[src/rtl/uart_rx_cfg_pkg.sv]
`default_nettype none
// ============================================================================
//  Module      : uart_pkg
//  Description : Shared types and helpers for the configurable UART receiver:
//                receiver state encoding, parity-mode codes and the
//                expected-parity function.
//  Revision    : 1.0  initial release
// ============================================================================
package uart_pkg;

    typedef enum logic [2:0] {
        IDLE   = 3'd0,
        START  = 3'd1,
        DATA   = 3'd2,
        PARITY = 3'd3,
        STOP   = 3'd4
    } uart_state_e;

    localparam logic [1:0] PAR_NONE = 2'b00;
    localparam logic [1:0] PAR_ODD  = 2'b01;
    localparam logic [1:0] PAR_EVEN = 2'b10;

    // Parity bit the transmitter should have sent for this data word
    function automatic logic calc_parity(input logic [8:0] data, input logic [1:0] mode);
        return (mode == PAR_ODD) ? ~(^data) : (^data);
    endfunction

endpackage
`default_nettype wire

[src/rtl/uart_rx_cfg_if.sv]
`default_nettype none
// ============================================================================
//  Module      : uart_rx_cfg_if
//  Description : Valid/ready output stream of the UART receiver, carrying the
//                data word plus its parity and framing error flags.
//  Revision    : 1.0  initial release
// ============================================================================
interface uart_rx_cfg_if #(
    parameter int DATA_W = 8
);
    logic              m_valid;
    logic              m_ready;
    logic [DATA_W-1:0] m_data;
    logic              m_perr;
    logic              m_ferr;

    modport master (output m_valid, output m_data, output m_perr, output m_ferr, input  m_ready);
    modport slave  (input  m_valid, input  m_data, input  m_perr, input  m_ferr, output m_ready);
endinterface
`default_nettype wire

[src/rtl/uart_rx_fifo.sv]
`default_nettype none
// ============================================================================
//  Module      : uart_rx_fifo
//  Description : Synchronous show-ahead FIFO. Pointers carry an extra wrap bit
//                to tell full from empty. Reports overrun when a push is
//                refused; a pop in the same cycle frees room for the push.
//  Revision    : 1.0  initial release
// ============================================================================
module uart_rx_fifo #(
    parameter int WIDTH = 10,
    parameter int DEPTH = 4
) (
    input  wire logic             clk,
    input  wire logic             rst,
    input  wire logic             push,
    input  wire logic [WIDTH-1:0] wdata,
    input  wire logic             pop,
    output logic      [WIDTH-1:0] rdata,
    output logic                  empty,
    output logic                  overrun
);
    localparam int AW = $clog2(DEPTH);

    logic [WIDTH-1:0] r_mem [DEPTH];
    logic [AW:0]      r_wr_ptr;
    logic [AW:0]      r_rd_ptr;
    logic             w_full;
    logic             w_pop;
    logic             w_wr;

    always_comb begin
        empty   = (r_wr_ptr == r_rd_ptr);
        w_full  = (r_wr_ptr[AW] != r_rd_ptr[AW]) && (r_wr_ptr[AW-1:0] == r_rd_ptr[AW-1:0]);
        w_pop   = pop && !empty;
        w_wr    = push && (!w_full || w_pop);
        overrun = push && w_full && !w_pop;
        rdata   = empty ? '0 : r_mem[r_rd_ptr[AW-1:0]];
    end

    // Pointer update; reset flushes the queue
    always_ff @(posedge clk) begin
        if (rst) begin
            r_wr_ptr <= '0;
            r_rd_ptr <= '0;
        end else begin
            if (w_wr)  r_wr_ptr <= r_wr_ptr + 1'b1;
            if (w_pop) r_rd_ptr <= r_rd_ptr + 1'b1;
        end
    end

    // Storage write; contents need no reset since reads are gated by empty
    always_ff @(posedge clk) begin
        if (w_wr) r_mem[r_wr_ptr[AW-1:0]] <= wdata;
    end

endmodule
`default_nettype wire

[src/rtl/uart_rx_cfg.sv]
`default_nettype none
// ============================================================================
//  Module      : uart_rx_cfg
//  Description : UART receiver with runtime baud divisor, parity mode and
//                stop-bit count, per-word parity/framing flags, overrun pulse
//                and FIFO-buffered valid/ready output.
//                Optional macro UART_RX_MAJORITY_EN: each bit is a 2-of-3
//                vote over samples at mid-1, mid, mid+1, decided at mid+1.
//  Revision    : 1.0  initial release
// ============================================================================
module uart_rx_cfg
    import uart_pkg::*;
#(
    parameter int DATA_W     = 8,
    parameter int DIV_W      = 16,
    parameter int FIFO_DEPTH = 4
) (
    input  wire logic             clk,
    input  wire logic             rst,
    input  wire logic             rx,
    input  wire logic [DIV_W-1:0] baud_div,
    input  wire logic [1:0]       parity_mode,
    input  wire logic             stop2,
    uart_rx_cfg_if.master         m,
    output logic                  overrun,
    output logic                  busy
);
    localparam logic [3:0] c_last_bit = 4'(DATA_W - 1);

    logic              r_rx_meta, r_rx_sync, r_rx_prev;
    uart_state_e       r_state, w_next;
    logic [DIV_W-1:0]  r_cnt, r_div, w_mid;
    logic [1:0]        r_mode;
    logic              r_stop2, r_stop_idx;
    logic [3:0]        r_bit_idx;
    logic [DATA_W-1:0] r_shift;
    logic              r_perr, r_ferr, r_push;
    logic              w_fall, w_samp, w_bit, w_par_en;
    logic              w_start, w_shift, w_par_smp, w_stop_smp, w_done;
    logic              w_pop, w_empty;
    logic [DATA_W+1:0] w_head;

    // Two-flop synchroniser plus edge-history flop, preset high so reset never looks like a start
    always_ff @(posedge clk) begin
        if (rst) begin
            r_rx_meta <= 1'b1;
            r_rx_sync <= 1'b1;
            r_rx_prev <= 1'b1;
        end else begin
            r_rx_meta <= rx;
            r_rx_sync <= r_rx_meta;
            r_rx_prev <= r_rx_sync;
        end
    end

    assign w_fall   = r_rx_prev & ~r_rx_sync;
    assign w_mid    = r_div >> 1;
    assign w_par_en = (r_mode == PAR_ODD) || (r_mode == PAR_EVEN);

`ifdef UART_RX_MAJORITY_EN
    logic [1:0] r_hist;

    // Keep the two previous synced samples for the 2-of-3 vote
    always_ff @(posedge clk) begin
        if (rst) r_hist <= 2'b11;
        else     r_hist <= {r_hist[0], r_rx_sync};
    end

    assign w_samp = (r_cnt == w_mid + DIV_W'(1));
    assign w_bit  = (r_hist[1] & r_hist[0]) | (r_hist[1] & r_rx_sync) | (r_hist[0] & r_rx_sync);
`else
    assign w_samp = (r_cnt == w_mid);
    assign w_bit  = r_rx_sync;
`endif

    // Bit-period counter: held at 0 in IDLE, wraps at the latched divisor
    always_ff @(posedge clk) begin
        if (rst || r_state == IDLE) r_cnt <= '0;
        else if (r_cnt == r_div)    r_cnt <= '0;
        else                        r_cnt <= r_cnt + DIV_W'(1);
    end

    // FSM state register
    always_ff @(posedge clk) begin
        if (rst) r_state <= IDLE;
        else     r_state <= w_next;
    end

    // FSM next-state; leaving on the last stop mid-sample lets back-to-back frames resync
    always_comb begin
        w_next = r_state;
        case (r_state)
            IDLE:    if (w_fall) w_next = START;
            START:   if (w_samp) w_next = w_bit ? IDLE : DATA;
            DATA:    if (w_samp && r_bit_idx == c_last_bit) w_next = w_par_en ? PARITY : STOP;
            PARITY:  if (w_samp) w_next = STOP;
            STOP:    if (w_samp && (!r_stop2 || r_stop_idx)) w_next = IDLE;
            default: w_next = IDLE;
        endcase
    end

    // FSM outputs: per-state sample strobes
    always_comb begin
        busy       = (r_state != IDLE);
        w_start    = (r_state == IDLE)   && w_fall;
        w_shift    = (r_state == DATA)   && w_samp;
        w_par_smp  = (r_state == PARITY) && w_samp;
        w_stop_smp = (r_state == STOP)   && w_samp;
        w_done     = w_stop_smp && (!r_stop2 || r_stop_idx);
    end

    // Frame datapath: config latch at start, shift register, error flags, push strobe
    always_ff @(posedge clk) begin
        if (rst) begin
            r_div      <= DIV_W'(3);
            r_mode     <= PAR_NONE;
            r_stop2    <= 1'b0;
            r_stop_idx <= 1'b0;
            r_bit_idx  <= '0;
            r_shift    <= '0;
            r_perr     <= 1'b0;
            r_ferr     <= 1'b0;
            r_push     <= 1'b0;
        end else begin
            r_push <= w_done;
            if (w_start) begin
                r_div      <= (baud_div < DIV_W'(3)) ? DIV_W'(3) : baud_div;
                r_mode     <= parity_mode;
                r_stop2    <= stop2;
                r_stop_idx <= 1'b0;
                r_bit_idx  <= '0;
                r_perr     <= 1'b0;
                r_ferr     <= 1'b0;
            end
            if (w_shift) begin
                r_shift   <= {w_bit, r_shift[DATA_W-1:1]};
                r_bit_idx <= r_bit_idx + 4'd1;
            end
            if (w_par_smp) r_perr <= (w_bit != calc_parity(9'(r_shift), r_mode));
            if (w_stop_smp) begin
                if (!w_bit) r_ferr <= 1'b1;
                r_stop_idx <= 1'b1;
            end
        end
    end

    assign w_pop = m.m_valid && m.m_ready;

    uart_rx_fifo #(
        .WIDTH (DATA_W + 2),
        .DEPTH (FIFO_DEPTH)
    ) u_fifo (
        .clk     (clk),
        .rst     (rst),
        .push    (r_push),
        .wdata   ({r_perr, r_ferr, r_shift}),
        .pop     (w_pop),
        .rdata   (w_head),
        .empty   (w_empty),
        .overrun (overrun)
    );

    assign m.m_valid = !w_empty;
    assign m.m_perr  = w_head[DATA_W+1];
    assign m.m_ferr  = w_head[DATA_W];
    assign m.m_data  = w_head[DATA_W-1:0];

endmodule
`default_nettype wire

[src/flat_wrapper.sv]
// flat-port wrapper written by rule: the top's interface ports become plain ports
module uart_rx_cfg_flat import uart_pkg::*;
#(
    parameter int DATA_W     = 8,
    parameter int DIV_W      = 16,
    parameter int FIFO_DEPTH = 4
)
  (clk, rst, rx, baud_div, parity_mode, stop2, overrun, busy, m_m_valid, m_m_data, m_m_perr, m_m_ferr, m_m_ready);
  uart_rx_cfg_if #(.DATA_W(DATA_W)) m_i ();
  input  wire logic clk;
  input  wire logic rst;
  input  wire logic rx;
  input  wire logic [DIV_W-1:0] baud_div;
  input  wire logic [1:0] parity_mode;
  input  wire logic stop2;
  output logic overrun;
  output logic busy;
  output wire logic [$bits(m_i.m_valid)-1:0] m_m_valid;
  output wire logic [$bits(m_i.m_data)-1:0] m_m_data;
  output wire logic [$bits(m_i.m_perr)-1:0] m_m_perr;
  output wire logic [$bits(m_i.m_ferr)-1:0] m_m_ferr;
  input wire logic [$bits(m_i.m_ready)-1:0] m_m_ready;
  assign m_m_valid = m_i.m_valid;
  assign m_m_data = m_i.m_data;
  assign m_m_perr = m_i.m_perr;
  assign m_m_ferr = m_i.m_ferr;
  assign m_i.m_ready = m_m_ready;
  uart_rx_cfg #(.DATA_W(DATA_W), .DIV_W(DIV_W), .FIFO_DEPTH(FIFO_DEPTH)) u_core (.clk(clk), .rst(rst), .rx(rx), .baud_div(baud_div), .parity_mode(parity_mode), .stop2(stop2), .m(m_i), .overrun(overrun), .busy(busy));
endmodule
[config.mk]
export PLATFORM = sky130hd
export DESIGN_NAME = uart_rx_cfg_flat
export DESIGN_NICKNAME = d
export VERILOG_FILES = /design/src/rtl/uart_rx_cfg_pkg.sv /design/src/rtl/uart_rx_cfg_if.sv /design/src/rtl/uart_rx_fifo.sv /design/src/rtl/uart_rx_cfg.sv /design/src/flat_wrapper.sv
export SDC_FILE = /design/constraint.sdc
export NUM_CORES = 1
export LEC_CHECK = 0
export CORE_UTILIZATION = 45
export DETAILED_ROUTE_END_ITERATION = 10
export GPL_TIMING_DRIVEN = 0
export SKIP_LAST_GASP = 1
export SLEW_MARGIN = 20
export SYNTH_ARGS = -nofsm -noshare
export SYNTH_HDL_FRONTEND = slang
export SYNTH_HIERARCHICAL = 1
export SYNTH_SLANG_ARGS = --single-unit
[constraint.sdc]
create_clock -name clk -period 3.1 [get_ports clk]
set_clock_uncertainty 0.1 [all_clocks]
set_input_delay 0.62 -clock clk [delete_from_list [all_inputs] [get_ports clk]]
set_output_delay 0.62 -clock clk [all_outputs]
set_load 0.02 [all_outputs]
==> summary.md <==
| Metric | Value |
|---|---|
| R2r worst-path depth | 7 |
| DR WL met3 | roughly 290 µm |
| Port buffer count | 34 |
| Worst-path fanout max | 10 |
| Share of cells above drive strength 1 | between 10% and 20% |
| Fin. max-slew vios | 0 |
| Largest net degree at the start of global routing | 20 |
| Initial antenna violation count | 0 |
| CTS buffer count | 9 |
| Fin crit period | just under 3 ns |
| Placed cell count | 636 |
| Asr flop ratio synth | 0% |
| CTS tree | yes |
| FF-to-FF Start | u_core/u_fifo/r_wr_ptr[2]$_SDFFE_PP0P_ |
| Mapped Cells | 466 |
| Req. time, crit path | about 2.4 ns |
| Setup WS post-layout | 0.137 ns |
| WL met2 | around 4600 µm |
| Drt pass-1 iters | 4 |
| Synthesis warning total | 6 |
| Global route total overflow | 0 |
| Power Dens Cells | 509 nW/µm² |
| Most common cell after layout, fill and taps aside | dfxtp_1 |
| Status | finished, final reports clean |
| Hold Path Stages | 1 |
| Pre-CTS setup slack | 0.0439 ns |
| Syn Area/Cell | 10.5 µm² |
| Die area | 11300 µm² |
| Multi-input gate area | around 2200 µm² |
| Worst reg2reg endpoint | u_core/u_fifo/r_wr_ptr[2]$_SDFFE_PP0P_ |
| Worst Setup Path Type | reg2out |
| Hold_buf cts | 0 |
| Max Buffers Root-to-Sink | 2 |
| Die extent in y | 106 µm |
| H-tree depth | 3 |
| GRT Total Usage | 18.9% |
| LEAKAGE | just under 2 nW |
| Slew headroom | 48.3% |
| Startpoint Class | flip-flop |
| Period utilization | a little over nine tenths |
| Hpwl dp | 6990 µm |
| Worst-Skew Late Latency | 0.37 ns |
| Die Span X | 106 µm |
| Syn Nets | 497 |
| Clock transition at path regs | approximately 0.10 ns |
| DRC viols | 0 |
| Row count | 37 |
| Flops & latches, synth | about 110 |
| Routed vias | 3359 |
| Non-Filler Instances | 652 |
| NumNets Final | 542 |
| Arrival @ worst endpoint | about 2.2 ns |
| DR top layer | met4 |
| Starting DRC count in detailed routing | approximately 150 |
| Min-Delay Path Class | reg2reg |
| Maximum VDD drop | 0.000404 V |
| Routability congestion estimate | 0.828 |
| Synth unique cells | 51 |
| Drt wl/cell | 14.9 µm |
| CTS sink count | 105 |
| R2R setup slack | approximately 0.64 ns |
| Fin. Hold Viols | 0 |
| EDFF count, synth | 40 |
| Antenna diodes | 0 |
| Setup violation total in the final timing report | 0 |
| Worst hold endpoint | u_core/r_rx_sync$_SDFF_PP1_ |
| Main flop type after synthesis | dfxtp_1 |
| Sequential cell area | 2510 µm² |
| Commonest non-fill, non-tap cells in the layout | dfxtp_1, nand2_1, edfxtp_1 |
| Antenna viol nets, final | 0 |
| Worst min-delay path startpoint | u_core/r_rx_meta$_SDFF_PP1_ |
| Post-synthesis cell area | 4890 µm² |
| Global-route wire length before repair | around 16000 µm |
| Power consumption | 0.00288 W |
| Max Cap Violations | 0 |
| Wl on met1 | 4730 µm |
| Root buf cell | clkbuf_8 |
| CP endpoint kind | primary output |
| Setup_tns | 0 ns |
| Synth-to-layout area growth | 15.7% |
| Post-Route WL | 9740 µm |
| FILL cells | 923 |
| Unrepaired setup endpoints after global routing | no |
| Max Freq | 337 MHz |
| Core area | about 10000 µm² |
| Post-layout util | between 50% and 60% |
| Via density | about 5.2 |
| Io pins | 36 |
| Worst Max-Slew Pin Slew | between 0.7 and 0.8 ns |
| Vias in the first global route | 3176 |
| Initial Util | 47.0% |
| Sequential share of the synthesized area | 51.1% |
==> state kept, by name (all words and copies together) (netlist names), 2 cells and up, named ones only <==
register                count
u_core/r_div               16
u_core/r_shift              8
u_core/r_cnt               16
u_core/u_fifo/r_rd_ptr      3
u_core/u_fifo/r_wr_ptr      3
u_core/r_bit_idx            4
u_core/r_mode               2
u_core/r_state              3
u_core/u_fifo/r_mem        40
==> timing repair <==
action                     CTS  global route
setup buffers                1             0
setup endpoints to repair    1             2
pin swaps                    1             0
gates resized for setup      7             5
==> worst max-delay path by stage <==
stage / endpoint / slack, ns / depth (start not counted)
floorplan: u_core/u_fifo/r_wr_ptr[2]$_SDFFE_PP0P_ / 0.61 / 7
global placement: u_core/u_fifo/r_wr_ptr[2]$_SDFFE_PP0P_ / -0.1 / 5
detailed placement: overrun / 0.04 / 7
CTS: overrun / 0.01 / 7
global route: m_m_data[6] / 0.005 / 4
finish: m_m_data[6] / 0.14 / 4
==> power by group <==
part | total [W] | internal, W | switching [W]
registers | 0.00150 | 0.00146 | 0.0000383
logic | 0.000516 | 0.000212 | 0.000303
clock network | 0.000869 | 0.000386 | 0.000483
==> layout make-up <==
cell class              count  area share (%)
repair buffers             35            6.19
flip-flops and latches    105            44.3
plain buffers              31            3.12
multi-input cells         317            39.0
inverters                  12           0.796
well taps                 136            3.01
clock inverters             6            1.30
clock buffers              10            2.25
==> routing by layer <==
| metal | up-vias | track usage [%] |
|---|---|---|
| met5 | - | 0 |
| met3 | 11 | 2.76 |
| met2 | 61 | 30.3 |
| li1 | 1714 | - |
| met1 | 1573 | 25.5 |
| met4 | 0 | 8.04 |
==> logic make-up (layout without fill, tap and decap cells) <==
logic type               count (synthesis)  count (layout)  synth area share, %
AO/OA/AOI/OAI                           66              66                 7.90
XOR/XNOR                                60              60                 10.9
adder cells (fa/ha/maj)                  8               8                 2.05
buffers and inverters                   44              94                 4.47
flip-flops                             105             105                 51.1
multiplexers                            16              16                 6.01
AND/OR/NAND/NOR                        167             167                 17.6
==> stage by stage <==
step	instance area, µm²	hold WS, ns
5_1_grt	5660	0.339
6_report	5660	0.325
4_1_cts	5640	0.328
2_1_floorplan	4890	0.289
3_5_place_dp	5410	0.300
3_3_place_gp	5410	0.294
==> synth_stat cells, drive strengths merged (12+ instances only) <==
| cell type | instances | share of area, % |
|---|---|---|
| a21oi | 32 | 3.3 |
| buf | 16 | 2.3 |
| clkbuf | 16 | 1.2 |
| dfxtp | 65 | 27 |
| edfxtp | 40 | 25 |
| inv | 12 | 0.92 |
| nand2 | 53 | 4.1 |
| nand3 | 16 | 1.6 |
| nor2 | 34 | 2.6 |
| nor2b | 14 | 1.8 |
| o21ai | 14 | 1.4 |
| xnor2 | 36 | 6.4 |
| xor2 | 24 | 4.4 |
==> worst max-delay path, cell delays in order, from the launching register on <==
cell	delay, ns
dfxtp_1	0.32
buf_2	0.33
mux4_2	0.55
nor2b_1	0.15
clkdlybuf4s50_1	0.53
Power figures use the tool's default switching activity.
